[src/rtl/mul_pkg.sv]
// Shared types and helpers for the iterative RV32M multiplier.
// The optional product-reuse path is enabled by defining MUL_PRODUCT_REUSE_EN.
package mul_pkg;

   typedef enum logic [1:0] {
      MUL    = 2'b00,
      MULH   = 2'b01,
      MULHSU = 2'b10,
      MULHU  = 2'b11
   } mul_op_e;

   typedef enum logic [1:0] {
      IDLE = 2'b00,
      CALC = 2'b01,
      SIGN = 2'b10,
      DONE = 2'b11
   } mul_state_e;

   // rs1 is treated as signed for MULH and MULHSU
   function automatic logic op_a_signed(input mul_op_e op);
      return (op == MULH) || (op == MULHSU);
   endfunction

   // rs2 is treated as signed for MULH only
   function automatic logic op_b_signed(input mul_op_e op);
      return (op == MULH);
   endfunction

endpackage

[src/rtl/mul_radix_step.sv]
// One iteration of the radix multiplier: adds |a| x b_chunk, shifted to the
// weight of the current chunk, into the full-width accumulator.
module mul_radix_step #(
   parameter int XLEN           = 32,
   parameter int BITS_PER_CYCLE = 1,
   parameter int CW             = 6
) (
   input  logic [2*XLEN-1:0]         acc,
   input  logic [XLEN-1:0]           a_mag,
   input  logic [BITS_PER_CYCLE-1:0] b_chunk,
   input  logic [CW-1:0]             count,
   output logic [2*XLEN-1:0]         acc_next
);

   localparam int PW = XLEN + BITS_PER_CYCLE;

   logic [PW-1:0]     term [BITS_PER_CYCLE];
   logic [PW-1:0]     partial;
   logic [2*XLEN-1:0] partial_ext;

   // one shifted copy of |a| per chunk bit, gated by that bit
   for (genvar gi = 0; gi < BITS_PER_CYCLE; gi++) begin : g_term
      assign term[gi] = b_chunk[gi] ? (PW'(a_mag) << gi) : '0;
   end

   // |a| x b_chunk never exceeds XLEN+BITS_PER_CYCLE bits, so no truncation here
   always_comb begin
      partial = '0;
      for (int i = 0; i < BITS_PER_CYCLE; i++) begin
         partial = partial + term[i];
      end
   end

   assign partial_ext = (2*XLEN)'(partial);
   assign acc_next    = acc + (partial_ext << (count * BITS_PER_CYCLE));

endmodule

[src/rtl/mul_iterative_radix.sv]
// Iterative sign-magnitude multiplier for MUL/MULH/MULHSU/MULHU.
// Retires BITS_PER_CYCLE multiplier bits per clock; latency K+2 with K=XLEN/BITS_PER_CYCLE.
// Define MUL_PRODUCT_REUSE_EN to return a stored product when operands repeat.
module mul_iterative_radix
   import mul_pkg::*;
#(
   parameter int XLEN           = 32,
   parameter int BITS_PER_CYCLE = 1
) (
   input  logic            clk,
   input  logic            rst_n,
   input  logic            start_i,
   input  logic [1:0]      mul_op_i,
   input  logic [XLEN-1:0] op_a_i,
   input  logic [XLEN-1:0] op_b_i,
   input  logic            flush_i,
   output logic            ready_o,
   output logic            busy_o,
   output logic            done_o,
   output logic [XLEN-1:0] result_o
);

   localparam int K  = XLEN / BITS_PER_CYCLE;
   localparam int CW = $clog2(K) + 1;

   if (!((BITS_PER_CYCLE == 1 || BITS_PER_CYCLE == 2 || BITS_PER_CYCLE == 4 ||
          BITS_PER_CYCLE == 8) && (XLEN % BITS_PER_CYCLE == 0))) begin : g_bad_cfg
      $error("mul_iterative_radix: BITS_PER_CYCLE must be 1, 2, 4 or 8 and divide XLEN");
   end

   mul_state_e        state_reg, state_next;
   mul_op_e           op_reg, op_next;
   logic [XLEN-1:0]   a_mag_reg, a_mag_next;
   logic [XLEN-1:0]   b_reg, b_next;
   logic              neg_reg, neg_next;
   logic [2*XLEN-1:0] acc_reg, acc_next;
   logic [CW-1:0]     count_reg, count_next;
   logic [XLEN-1:0]   result_reg, result_next;

   mul_op_e           op_in;
   logic              a_neg, b_neg;
   logic [XLEN-1:0]   a_abs, b_abs;
   logic [2*XLEN-1:0] step_acc;
   logic [2*XLEN-1:0] product;
   logic              reuse_hit;

   assign op_in = mul_op_e'(mul_op_i);

   // magnitudes; the most negative value maps onto itself as an unsigned magnitude
   assign a_neg = op_a_signed(op_in) & op_a_i[XLEN-1];
   assign b_neg = op_b_signed(op_in) & op_b_i[XLEN-1];
   assign a_abs = a_neg ? (~op_a_i + XLEN'(1)) : op_a_i;
   assign b_abs = b_neg ? (~op_b_i + XLEN'(1)) : op_b_i;

   assign product = neg_reg ? (~acc_reg + (2*XLEN)'(1)) : acc_reg;

   mul_radix_step #(
      .XLEN           (XLEN),
      .BITS_PER_CYCLE (BITS_PER_CYCLE),
      .CW             (CW)
   ) u_step (
      .acc      (acc_reg),
      .a_mag    (a_mag_reg),
      .b_chunk  (b_reg[BITS_PER_CYCLE-1:0]),
      .count    (count_reg),
      .acc_next (step_acc)
   );

`ifdef MUL_PRODUCT_REUSE_EN
   logic [XLEN-1:0]   last_a_reg, last_a_next;
   logic [XLEN-1:0]   last_b_reg, last_b_next;
   mul_op_e           last_op_reg, last_op_next;
   logic [2*XLEN-1:0] last_prod_reg, last_prod_next;
   logic              last_valid_reg, last_valid_next;

   // MUL only needs the low half, which is identical for every signedness
   assign reuse_hit = last_valid_reg && (op_a_i == last_a_reg) && (op_b_i == last_b_reg) &&
                      ((op_in == MUL) || (op_in == last_op_reg));

   // stored operands/product of the last completed computation
   always_ff @(posedge clk or negedge rst_n) begin
      if (!rst_n) begin
         last_a_reg     <= '0;
         last_b_reg     <= '0;
         last_op_reg    <= MUL;
         last_prod_reg  <= '0;
         last_valid_reg <= 1'b0;
      end else begin
         last_a_reg     <= last_a_next;
         last_b_reg     <= last_b_next;
         last_op_reg    <= last_op_next;
         last_prod_reg  <= last_prod_next;
         last_valid_reg <= last_valid_next;
      end
   end
`else
   assign reuse_hit = 1'b0;
`endif

   // state and datapath registers
   always_ff @(posedge clk or negedge rst_n) begin
      if (!rst_n) begin
         state_reg  <= IDLE;
         op_reg     <= MUL;
         a_mag_reg  <= '0;
         b_reg      <= '0;
         neg_reg    <= 1'b0;
         acc_reg    <= '0;
         count_reg  <= '0;
         result_reg <= '0;
      end else begin
         state_reg  <= state_next;
         op_reg     <= op_next;
         a_mag_reg  <= a_mag_next;
         b_reg      <= b_next;
         neg_reg    <= neg_next;
         acc_reg    <= acc_next;
         count_reg  <= count_next;
         result_reg <= result_next;
      end
   end

   // next-state and datapath updates; flush overrides everything
   always_comb begin
      state_next  = state_reg;
      op_next     = op_reg;
      a_mag_next  = a_mag_reg;
      b_next      = b_reg;
      neg_next    = neg_reg;
      acc_next    = acc_reg;
      count_next  = count_reg;
      result_next = result_reg;
`ifdef MUL_PRODUCT_REUSE_EN
      last_a_next     = last_a_reg;
      last_b_next     = last_b_reg;
      last_op_next    = last_op_reg;
      last_prod_next  = last_prod_reg;
      last_valid_next = last_valid_reg;
`endif
      if (flush_i) begin
         state_next = IDLE;
`ifdef MUL_PRODUCT_REUSE_EN
         last_valid_next = 1'b0;
`endif
      end else begin
         case (state_reg)
            IDLE, DONE: begin
               if (start_i) begin
                  op_next = op_in;
                  if (reuse_hit) begin
                     state_next = DONE;
`ifdef MUL_PRODUCT_REUSE_EN
                     result_next = (op_in == MUL) ? last_prod_reg[XLEN-1:0]
                                                  : last_prod_reg[2*XLEN-1:XLEN];
`endif
                  end else begin
                     state_next = CALC;
                     a_mag_next = a_abs;
                     b_next     = b_abs;
                     neg_next   = a_neg ^ b_neg;
                     acc_next   = '0;
                     count_next = '0;
`ifdef MUL_PRODUCT_REUSE_EN
                     last_a_next     = op_a_i;
                     last_b_next     = op_b_i;
                     last_op_next    = op_in;
                     last_valid_next = 1'b0;
`endif
                  end
               end else begin
                  state_next = IDLE;
               end
            end
            CALC: begin
               acc_next   = step_acc;
               b_next     = b_reg >> BITS_PER_CYCLE;
               count_next = count_reg + CW'(1);
               if (count_reg == CW'(K - 1)) begin
                  state_next = SIGN;
               end
            end
            SIGN: begin
               result_next = (op_reg == MUL) ? product[XLEN-1:0] : product[2*XLEN-1:XLEN];
               state_next  = DONE;
`ifdef MUL_PRODUCT_REUSE_EN
               last_prod_next  = product;
               last_valid_next = 1'b1;
`endif
            end
            default: state_next = IDLE;
         endcase
      end
   end

   assign ready_o  = (state_reg == IDLE) || (state_reg == DONE);
   assign busy_o   = (state_reg == CALC) || (state_reg == SIGN);
   assign done_o   = (state_reg == DONE);
   assign result_o = result_reg;

endmodule
[config.mk]
export PLATFORM = sky130hd
export DESIGN_NAME = mul_iterative_radix
export DESIGN_NICKNAME = d
export VERILOG_FILES = /design/src/rtl/mul_pkg.sv /design/src/rtl/mul_radix_step.sv /design/src/rtl/mul_iterative_radix.sv
export SDC_FILE = /design/constraint.sdc
export NUM_CORES = 1
export LEC_CHECK = 0
export BUFFER_PORTS_ARGS = -buffer_cell sky130_fd_sc_hd__buf_2
export CAP_MARGIN = 20
export CORE_ASPECT_RATIO = 1.25
export CORE_MARGIN = 3
export CORE_UTILIZATION = 50
export CTS_CLUSTER_DIAMETER = 40
export DETAILED_ROUTE_END_ITERATION = 10
export PLACE_DENSITY = 0.78
export SYNTH_ARGS = -nofsm -noshare
export SYNTH_HDL_FRONTEND = slang
export SYNTH_SLANG_ARGS = --single-unit
[constraint.sdc]
create_clock -name clk -period 5.8 [get_ports clk]
set_input_delay 1.74 -clock clk [delete_from_list [all_inputs] [get_ports clk]]
set_output_delay 1.74 -clock clk [all_outputs]
set_load 0.02 [all_outputs]
==> flow_summary.ini, run 1 <==
[placed_design]
io_buffer_count = 104
place.gp.congestion = 1.02
hpwlAfterDp_um = 36900
preCtsSetupSlack_ns = 0.377
numPlacedInstances = 2394

[cts]
cts-buffers-inserted = 17
cts-root-buf = sky130_fd_sc_hd__clkbuf_16
clock_sinks = 171
cts_hold_buf = 0
cts.reportedPaths.clkPinSlew_ns = 0.08
maximum_count_of_clock_buffers_along_a_single_path = 2
clkLatencyLatePin_ns = 0.46
cts_tree = yes
ctsHtreeMaxLevel = 4

[sta]
grt_setup_unrepaired = no
fin_crit_ns = 5.43
finalSetupTns_ns = 0
final.period_utilization_pct = 93.7
finalSetupViolations = 0
clock.fmax_ghz = 0.184
report.final.slew_viol_count = 0
timing.hold.ws_ns = 0.478
post-route-worst-setup-slack_ns = 0.368
finalClockSkew_ns = 0.0156
finalHoldViolCount = 0
tightest_slew_ns = 1.07
max_slew_margin_pct = 28.6

[floorplanning]
placeableCoreArea_mm2 = 0.0303
placement_rows = 71
initial_utilization_pct = 51.0
floorplan.die.width_um = 163
design.die.area_mm2 = 0.0330
i_o_pins = 105
fp.dieH_um = 202

[synth]
synth_nets = 2121
synth_edf_count = 0
synth.avg_cell_area_um2 = 7.80
ranking_of_synthesized_cells_by_area = sky130_fd_sc_hd__dfrtp_1, sky130_fd_sc_hd__nand2_1, sky130_fd_sc_hd__o21ai_0, sky130_fd_sc_hd__ha_1, sky130_fd_sc_hd__xnor2_1
synth_seq_cells = 171
synth_area_mm2 = 0.0154
synthCells = 1979
synth.yosys.seq_area_share_pct = 27.7
synth.top_cell.area_share_pct = 27.7
synth_area_leader_cell = sky130_fd_sc_hd__dfrtp_1
synthDistinctLibCells = 81
synth.yosys.warnings = 0
async_reset_ff_share_pct = 100
synth_ff_type = sky130_fd_sc_hd__dfrtp_1

[run]
cap_violations = 0

[pwr]
switching_power_as_a_share_of_total_power_pct = 50.1
clock_power_share_pct = 15.1
leakagePower_nw = 7.43
irDropWorstVdd_mv = 0.380
net-switching-power_mw = 3.93
part_of_the_power_in_combinational_logic_pct = 60.1
power_density_mw_per_mm2 = 465
sequentialPowerShare_pct = 24.8
power.internal_mw = 3.92
total_power_mw = 7.85

[setup_path]
critical_path_required_ns = 6.14
worst_setup_path_end_kind = flop
worst_path_largest_cell_delay_ns = 0.52
crit_path_frequent_cell = sky130_fd_sc_hd__mux2i_1
critical_path.max_fanout = 21
worst-endpoint-arrival_ns = 5.77
timing.critical_path.from_type = flop
critical_path.slowest_cell = sky130_fd_sc_hd__mux4_2
worstSetupPathType = flop to flop
setup.reg_to_reg.worst_slack_ns = 0.37
cp_cell_sequence = buf_12 -> mux4_2 -> nand3_1 -> o21ai_0 -> mux2i_1 -> mux2i_1 -> and2_1 -> ha_1 -> nand4_1 -> or3_1 -> or4b_1 -> o311ai_1 -> a211o_1 -> a21oi_2 -> o31ai_4 -> a211oi_1 -> xor2_1 -> mux2_1 -> a22o_1

[routing]
avgViaCountPerCell = 6.16
detailroute.via_count = 14956
routedWlPerCell_um = 19.7
route.top_layer_used = met4
detailedRoute.firstPassIterationCount = 6
detail_route.drc_violations = 0
routed-wl-met2_um = 22500
first_iter_violations = 1117
drtAntennaViolNets = 0
routed_wl_um = 47800
route.layer.met1.wl_um = 20000
wl_met3_um = 2770

[cells_and_area]
post_route_cells_drive_above_1_share_pct = 12.2
final-instance-count-excl-fill = 2427
largest_register_ff_count = 64
diodes = 0
final_net_count = 2155
layout_common_cells = sky130_fd_sc_hd__nand2_1, sky130_fd_sc_hd__o21ai_0, sky130_fd_sc_hd__dfrtp_1, sky130_fd_sc_hd__nor2_1, sky130_fd_sc_hd__a21oi_1
mostFrequentLayoutCell = sky130_fd_sc_hd__nand2_1
syn_to_final_growth_pct = 9.33

[min_path]
type_of_the_most_critical_hold_path = flop to flop

[grt]
via_count_of_the_first_global_routing_pass = 14291
grt_max_degree = 81
grt_first_pass_wirelength_um = 76200
grt_util_all_layers_pct = 28.9
grt_antenna_before_repair = 0
grt-ovfl-total = 0

[outcome]
outcome = completed
==> final cells by class <==
class | count | area [um2]
well taps | 401 | 502
flip-flops and latches | 171 | 4280
multi-input cells | 1647 | 10600
repair buffers | 142 | 825
clock inverters | 13 | 130
inverters | 34 | 128
clock buffers | 19 | 453
fillers | 2817 | 13400
==> path summary, 6_finish.rpt <==
path                         startpoint           end  cells past startpoint
max                        count_reg[0]   acc_reg[63]                     19
min                        result_o[16]  result_o[16]                      2
max reg2reg                count_reg[0]   acc_reg[63]                     19
min reg2reg                result_o[16]  result_o[16]                      2
max in group asynchronous         rst_n    acc_reg[4]                      2
min in group asynchronous         rst_n  result_o[19]                      1
==> kinds of logic after synthesis <==
kind of cell | after synthesis | synth area share (%)
buffers and inverters | 161 | 4.00
multiplexers | 73 | 5.87
adder cells (fa/ha/maj) | 72 | 5.88
AO/OA/AOI/OAI | 653 | 26.2
AND/OR/NAND/NOR | 669 | 20.1
XOR/XNOR | 180 | 10.2
flip-flops | 171 | 27.7
==> Yosys cell counts, drive strengths merged (13+ instances only) <==
library cell and count:
nand2 283, o21ai 255, dfrtp 171, nor2 164, a21oi 144, clkbuf 105, xnor2 100, xor2 80
ha 71, mux2i 49, a21o 45, o22ai 41, nand3 35, inv 34, o31ai 29, o41ai 24
buf 22, nor3 22, nand2b 21, nand4 21, and2 19, or3 18, or4 17, nor4 16
and3 15, or2 15, o21a 14, a31oi 13, mux4 13
==> through the flow <==
step	instance area, um2	utilization (%)
after floorplan	15400	-
after global placement	16300	53.8
after detailed placement	16300	53.8
after CTS	16900	55.7
after global routing	16900	55.7
final	16900	55.7
==> power groups by stage <==
stage / combinational [mW] / clock [mW] / sequential, mW
detailed placement: 4.64 / 0 / 1.96
global placement: 4.54 / 0 / 1.94
CTS: 4.66 / 1.19 / 1.94
floorplan: 3.46 / 0 / 1.91
finish: 4.72 / 1.18 / 1.95
global route: 5.19 / 1.24 / 1.99
==> routing by layer <==
metal  GRT usage (%)  vias to the layer above
li1                -                     7205
met1            37.2                     7055
met2            47.7                      579
met3            3.14                      117
met4            15.1                        0
met5               0                        -
==> critical path, delay by kind of cell, from the launching register on <==
family          cells  cell delay [ns]
compound gates      7             1.05
xor+xnor            1             0.16
fa+ha+maj           1             0.43
buf+inv             1             0.22
flops               1             0.49
mux                 4             1.38
simple gates        5             1.55
==> what timing repair did <==
action                                  4_1_cts  5_1_grt
hold endpoints to repair                      0        0
gates resized for setup                       0        1
buffers inserted                              0        0
endpoints found under the setup margin        0        1
Power figures use the tool's default switching activity.
==> run 2, diff against run 1 <==
- CTS_BUF_LIST: default -> sky130_fd_sc_hd__clkbuf_8
- SLEW_MARGIN: default -> 20
==> run 2 against run 1 <==
  * First-iteration DRC count shrank 7.6%
  * Hold slack better by 0.0072 ns
  * Final area down 1.1%
  * Critical endpoint unchanged
  * Highest routed layer unchanged
  * Register-to-register slack about the same
  * Combinational power barely moved
==> flow_summary.ini, run 2 (synthesis gave the netlist of run 1 again) <==
[outcome]
outcome = completed

[pwr]
leakagePower_nw = 7.34
power_density_mw_per_mm2 = 451
total_power_mw = 7.53
irDropWorstVdd_mv = 0.369

[routing]
routed-wl-met2_um = 22300
drtAntennaViolNets = 0
route.top_layer_used = met4
wl_met3_um = 2880
route.layer.met1.wl_um = 19800
first_iter_violations = 1032
routed_wl_um = 47400
detailedRoute.firstPassIterationCount = 5
detail_route.drc_violations = 0
avgViaCountPerCell = 6.12
detailroute.via_count = 14863
routedWlPerCell_um = 19.5

[cts]
clock_sinks = 171
cts-buffers-inserted = 17
cts_hold_buf = 0
cts_setup_buffers = 0
cts.reportedPaths.clkPinSlew_ns = 0.12
maximum_count_of_clock_buffers_along_a_single_path = 2
cts_resized = 0
cts-root-buf = sky130_fd_sc_hd__clkbuf_8
ctsHtreeMaxLevel = 4
clkLatencyLatePin_ns = 0.49
cts_tree = yes

[setup_path]
timing.critical_path.from_type = flop
rr_worst_depth = 19
worstSetupPathType = flop to flop
worst-endpoint-arrival_ns = 5.81
setup.reg_to_reg.worst_slack_ns = 0.36
r2r-end = acc_reg[63]
worst_setup_path_end_kind = flop
critical_path.max_fanout = 21
critical_path_required_ns = 6.17
worst_r2r_startpoint = count_reg[0]

[sta]
finalClockSkew_ns = 0.0228
fin_crit_ns = 5.44
grt_setup_unrepaired = no
finalHoldViolCount = 0
finalSetupTns_ns = 0
finalSetupViolations = 0
final.period_utilization_pct = 93.7
clock.fmax_ghz = 0.184
tightest_slew_ns = 1.07
report.final.slew_viol_count = 0
max_slew_margin_pct = 28.6

[floorplanning]
initial_utilization_pct = 51.0
i_o_pins = 105
placement_rows = 71
design.die.area_mm2 = 0.0330
fp.dieH_um = 202
floorplan.die.width_um = 163
placeableCoreArea_mm2 = 0.0303

[cells_and_area]
post_route_cells_drive_above_1_share_pct = 12.2
syn_to_final_growth_pct = 8.09
largest_register_ff_count = 64
layout.cell_area.non_filler_mm2 = 0.0167
final_net_count = 2155
mostFrequentLayoutCell = sky130_fd_sc_hd__nand2_1
diodes = 0
layout_common_cells = sky130_fd_sc_hd__nand2_1, sky130_fd_sc_hd__o21ai_0, sky130_fd_sc_hd__dfrtp_1, sky130_fd_sc_hd__nor2_1, sky130_fd_sc_hd__a21oi_1

[grt]
grt_antenna_before_repair = 0
via_count_of_the_first_global_routing_pass = 14219
grt_first_pass_wirelength_um = 75700
grt_max_degree = 81
grt-ovfl-total = 0
grt_util_all_layers_pct = 28.6

[min_path]
type_of_the_most_critical_hold_path = flop to flop
hold_path_depth = 2
hp-start = result_o[16]
hold_path_end = result_o[16]

[run]
cap_violations = 0

[placed_design]
area_after_dpl_mm2 = 0.0163
place.gp.congestion = 1.02
hpwlAfterDp_um = 36900
io_buffer_count = 104
## run 2: layout make-up
type / instances / area (um2)
Clock buffer: 19 / 262
Clock inverter: 13 / 130
Fill cell: 2866 / 13600
Inverter: 34 / 128
Multi-Input combinational cell: 1647 / 10600
Sequential cell: 171 / 4280
Tap cell: 401 / 502
Timing Repair Buffer: 142 / 825
## run 2: power by group
| group | internal (mW) | leakage (nW) | switching (mW) | total (mW) |
|---|---|---|---|---|
| Sequential | 1.56 | 2.23 | 0.379 | 1.94 |
| Combinational | 1.73 | 4.91 | 2.96 | 4.70 |
| Clock | 0.373 | 0.197 | 0.520 | 0.893 |
## run 2: stage by stage
step | hold WS (ns) | util [%] | setup WS [ns] | std cells
5_1_grt | 0.518 | 55.1 | 0.0520 | 2427
3_3_place_gp | 0.461 | 53.8 | 0.471 | 2394
2_1_floorplan | 0.459 | - | 0.419 | 1979
6_report | 0.485 | 55.1 | 0.363 | 2427
3_5_place_dp | 0.468 | 53.8 | 0.377 | 2394
4_1_cts | 0.494 | 55.1 | 0.352 | 2426
## run 2: per-layer routing
layer / GRT usage (%) / up-vias
li1: - / 7209
met1: 37.2 / 6957
met2: 47.4 / 582
met3: 3.02 / 115
met4: 14.3 / 0
met5: 0 / -
## run 2: worst max-delay path by stage
stage                  from     endpoint  slack [ns]  cells after the start
3_5_place_dp   count_reg[0]  acc_reg[63]        0.38                     19
4_1_cts        count_reg[0]  acc_reg[63]        0.35                     19
5_1_grt        count_reg[0]  acc_reg[61]        0.05                     22
3_3_place_gp   count_reg[1]  acc_reg[63]        0.47                     20
2_1_floorplan  count_reg[0]  acc_reg[63]        0.42                     22
6_report       count_reg[0]  acc_reg[63]        0.36                     19
## run 2: critical path: stages (launching register included)
cell	delay, ns
sky130_fd_sc_hd__dfrtp_2	0.49
sky130_fd_sc_hd__buf_12	0.21
sky130_fd_sc_hd__mux4_2	0.52
sky130_fd_sc_hd__nand3_1	0.09
sky130_fd_sc_hd__o21ai_0	0.12
sky130_fd_sc_hd__mux2i_1	0.36
sky130_fd_sc_hd__mux2i_1	0.17
sky130_fd_sc_hd__and2_1	0.22
sky130_fd_sc_hd__ha_1	0.43
sky130_fd_sc_hd__nand4_1	0.27
sky130_fd_sc_hd__or3_1	0.47
sky130_fd_sc_hd__or4b_1	0.51
sky130_fd_sc_hd__o311ai_1	0.12
sky130_fd_sc_hd__a211o_1	0.19
sky130_fd_sc_hd__a21oi_2	0.10
sky130_fd_sc_hd__o31ai_4	0.22
sky130_fd_sc_hd__a211oi_1	0.12
sky130_fd_sc_hd__xor2_1	0.16
sky130_fd_sc_hd__mux2_1	0.33
sky130_fd_sc_hd__a22o_1	0.18
==> run 3, diff against run 2 <==
- ABC_AREA: default -> 1
- PLACE_DENSITY: 0.78 -> 0.77
==> run 3 against run 2 <==
  * Combinational power grew 100%
  * Global-route usage increased by 10 points
  * Critical endpoint is now acc_reg[54]
  * Synthesized area up 17%
  * Largest power group unchanged
  * Cell count up 50%
  * Wire length increased by 61%
  * Synthesized cell count rose by 57%
  * Final area rose by 17%
  * Largest cell class unchanged
  * Hold slack improved by 0.0054 ns
==> flow_summary.ini, run 3 <==
[synth]
synth.avg_cell_area_um2 = 5.83
synth.cells.most_frequent = sky130_fd_sc_hd__nand2_1, sky130_fd_sc_hd__nor2_1, sky130_fd_sc_hd__inv_1
synth_area_mm2 = 0.0181
synth.yosys.seq_area_share_pct = 23.6
synth.yosys.warnings = 0
synth_ff_type = sky130_fd_sc_hd__dfrtp_1
async_reset_ff_share_pct = 100
ranking_of_synthesized_cells_by_area = sky130_fd_sc_hd__dfrtp_1, sky130_fd_sc_hd__nand2_1, sky130_fd_sc_hd__nor2_1, sky130_fd_sc_hd__inv_1, sky130_fd_sc_hd__nand3_1
synth.top_cell.area_share_pct = 23.6
synth_area_leader_cell = sky130_fd_sc_hd__dfrtp_1
synthCells = 3105
synthDistinctLibCells = 58
synth_edf_count = 0
synth_nets = 3247
synth_seq_cells = 171
most_used_standard_cell_by_instance_count_after_synthesis = sky130_fd_sc_hd__nand2_1

[cts]
cts_tree = yes
ctsHtreeMaxLevel = 4
cts-buffers-inserted = 17
maximum_count_of_clock_buffers_along_a_single_path = 2
cts_setup_buffers = 0
cts_hold_buf = 0
cts_resized = 0
cts.reportedPaths.clkPinSlew_ns = 0.11
clkLatencyLatePin_ns = 0.56
cts-root-buf = sky130_fd_sc_hd__clkbuf_8
clock_sinks = 171

[floorplanning]
design.die.area_mm2 = 0.0385
initial_utilization_pct = 50.9
fp.dieH_um = 219
placeableCoreArea_mm2 = 0.0356
placement_rows = 77
floorplan.die.width_um = 176
i_o_pins = 105

[routing]
drtAntennaViolNets = 0
detailedRoute.firstPassIterationCount = 7
first_iter_violations = 2190
avgViaCountPerCell = 5.93
routed_wl_um = 76200
detail_route.drc_violations = 0
routedWlPerCell_um = 20.9
detailroute.via_count = 21604

[cells_and_area]
nFillCells = 3735
syn_to_final_growth_pct = 7.75
layout_common_cells = sky130_fd_sc_hd__nand2_1, sky130_fd_sc_hd__nor2_1, sky130_fd_sc_hd__inv_1, sky130_fd_sc_hd__nand3_1, sky130_fd_sc_hd__o21ai_0
post_route_cells_drive_above_1_share_pct = 6.89
mostFrequentLayoutCell = sky130_fd_sc_hd__nand2_1
final-instance-count-excl-fill = 3641
multi_input_area_mm2 = 0.0120
largest_register_ff_count = 64
layout.area.seq_mm2 = 0.00428
final_net_count = 3295

[setup_path]
critical_path.slowest_cell = sky130_fd_sc_hd__dfrtp_1
number_of_buffers_and_inverters_on_the_critical_path = 3
critical_path_required_ns = 6.26
worst_r2r_startpoint = b_reg[0]
timing.critical_path.from_type = flop
r2r-end = acc_reg[54]
worst-endpoint-arrival_ns = 5.11
crit_path_frequent_cell = sky130_fd_sc_hd__nand2_1
worst_setup_path_end_kind = flop
cp_top_family = simple AND/OR/NAND/NOR gates
worst_path_largest_cell_delay_ns = 0.68
worstSetupPathType = flop to flop
critical_path.max_fanout = 17
cp_cell_sequence = buf_4 -> nand2_1 -> o21ai_0 -> nand2_1 -> nand3_1 -> o21ai_1 -> o21ai_1 -> o21ai_0 -> o21bai_1 -> ha_1 -> nand2_1 -> nor2_1 -> inv_1 -> nor2_1 -> inv_1 -> nor4_1 -> nand2_1 -> nand2_1 -> nand2_1 -> nand3_1 -> nand2_1
setup.reg_to_reg.worst_slack_ns = 1.15
worstSetupPathDepth = 21
rr_worst_depth = 21

[placed_design]
place.gp.congestion = 1.05
numPlacedInstances = 3607
hpwlAfterDp_um = 61700
preCtsSetupSlack_ns = 1.39
io_buffer_count = 104

[sta]
finalSetupTns_ns = 0
finalHoldViolCount = 0
clock.fmax_ghz = 0.215
finalClockSkew_ns = 0.0287
post-route-worst-setup-slack_ns = 1.15
max_slew_margin_pct = 30.6
final.period_utilization_pct = 80.2
grt_setup_unrepaired = no
timing.hold.ws_ns = 0.491
report.final.slew_viol_count = 0
fin_crit_ns = 4.65
tightest_slew_ns = 1.03
finalSetupViolations = 0

[min_path]
hold_path_end = result_o[0]
hold_path_depth = 2
type_of_the_most_critical_hold_path = flop to flop
hp-start = result_o[0]

[grt]
grt_max_degree = 104
groute.layer.met2.usage_pct = 63.9
global_route.usage.met3_pct = 6.53
grt-ovfl-total = 0
grt_antenna_before_repair = 1
gr-max-usage-layer = met2
grt_util_all_layers_pct = 38.9
via_count_of_the_first_global_routing_pass = 20050
grt_first_pass_wirelength_um = 115000
global_routing_usage_on_met1_pct = 46.0

[pwr]
power_density_mw_per_mm2 = 653
irDropWorstVdd_mv = 0.343
total_power_mw = 12.7
leakagePower_nw = 9.71

[run]
cap_violations = 0

[outcome]
outcome = completed
[run 3: cell families (layout without fill, tap and decap cells)]
kind of cell / after synthesis / count (layout) / synth area share, %
fa+ha+maj: 72 / 72 / 5.02
buf+inv: 485 / 546 / 10.3
other cells: 0 / 1 / 0
simple gates: 1695 / 1695 / 39.1
xor+xnor: 42 / 42 / 2.03
flops: 171 / 171 / 23.6
compound gates: 624 / 624 / 19.0
mux: 16 / 16 / 0.885
[run 3: worst max path at each step]
stage / endpoint / slack, ns / start
global placement: acc_reg[54] / 1.41 / b_reg[0]
finish: acc_reg[54] / 1.15 / b_reg[0]
global route: acc_reg[55] / 0.96 / count_reg[0]
CTS: acc_reg[58] / 1.40 / count_reg[0]
detailed placement: acc_reg[26] / 1.39 / count_reg[0]
floorplan: b_reg[22] / 2.57 / op_b_i[0]
[run 3: per-layer routing]
layer | routed length (um) | vias to the layer above | share of wire [%]
li1 | - | 10278 | -
met1 | 29200 | 9956 | 38
met2 | 34900 | 1113 | 46
met3 | 5780 | 257 | 7.6
met4 | 6330 | 0 | 8.3
met5 | 0 | - | 0
[run 3: final cells by class]
| class | instances | area share, % |
|---|---|---|
| Tap cell | 474 | 3.04 |
| Sequential cell | 171 | 21.9 |
| Clock inverter | 14 | 1.01 |
| Timing Repair Buffer | 133 | 3.98 |
| Multi-Input combinational cell | 2449 | 61.4 |
| Antenna cell | 1 | 0.0128 |
| Inverter | 381 | 7.33 |
| Clock buffer | 18 | 1.27 |
[run 3: per-stage QoR]
stage / area [um2] / util (%)
3_5_place_dp: 19000 / 53.5
6_report: 19500 / 54.9
5_1_grt: 19500 / 54.9
2_1_floorplan: 18100 / -
3_3_place_gp: 19000 / 53.5
4_1_cts: 19500 / 54.8
[run 3: worst min-delay path: stages, from the launching register on]
cell                      delay, ns
sky130_fd_sc_hd__dfrtp_1       0.35
sky130_fd_sc_hd__nand2_1       0.06
sky130_fd_sc_hd__nand2_1       0.06
[run 3: where the power goes]
part	switching, mW	total (mW)	internal [mW]
registers	0.501	2.16	1.66
clock network	0.559	1.01	0.455
logic	6.77	9.57	2.80
total	7.83	12.7	4.91
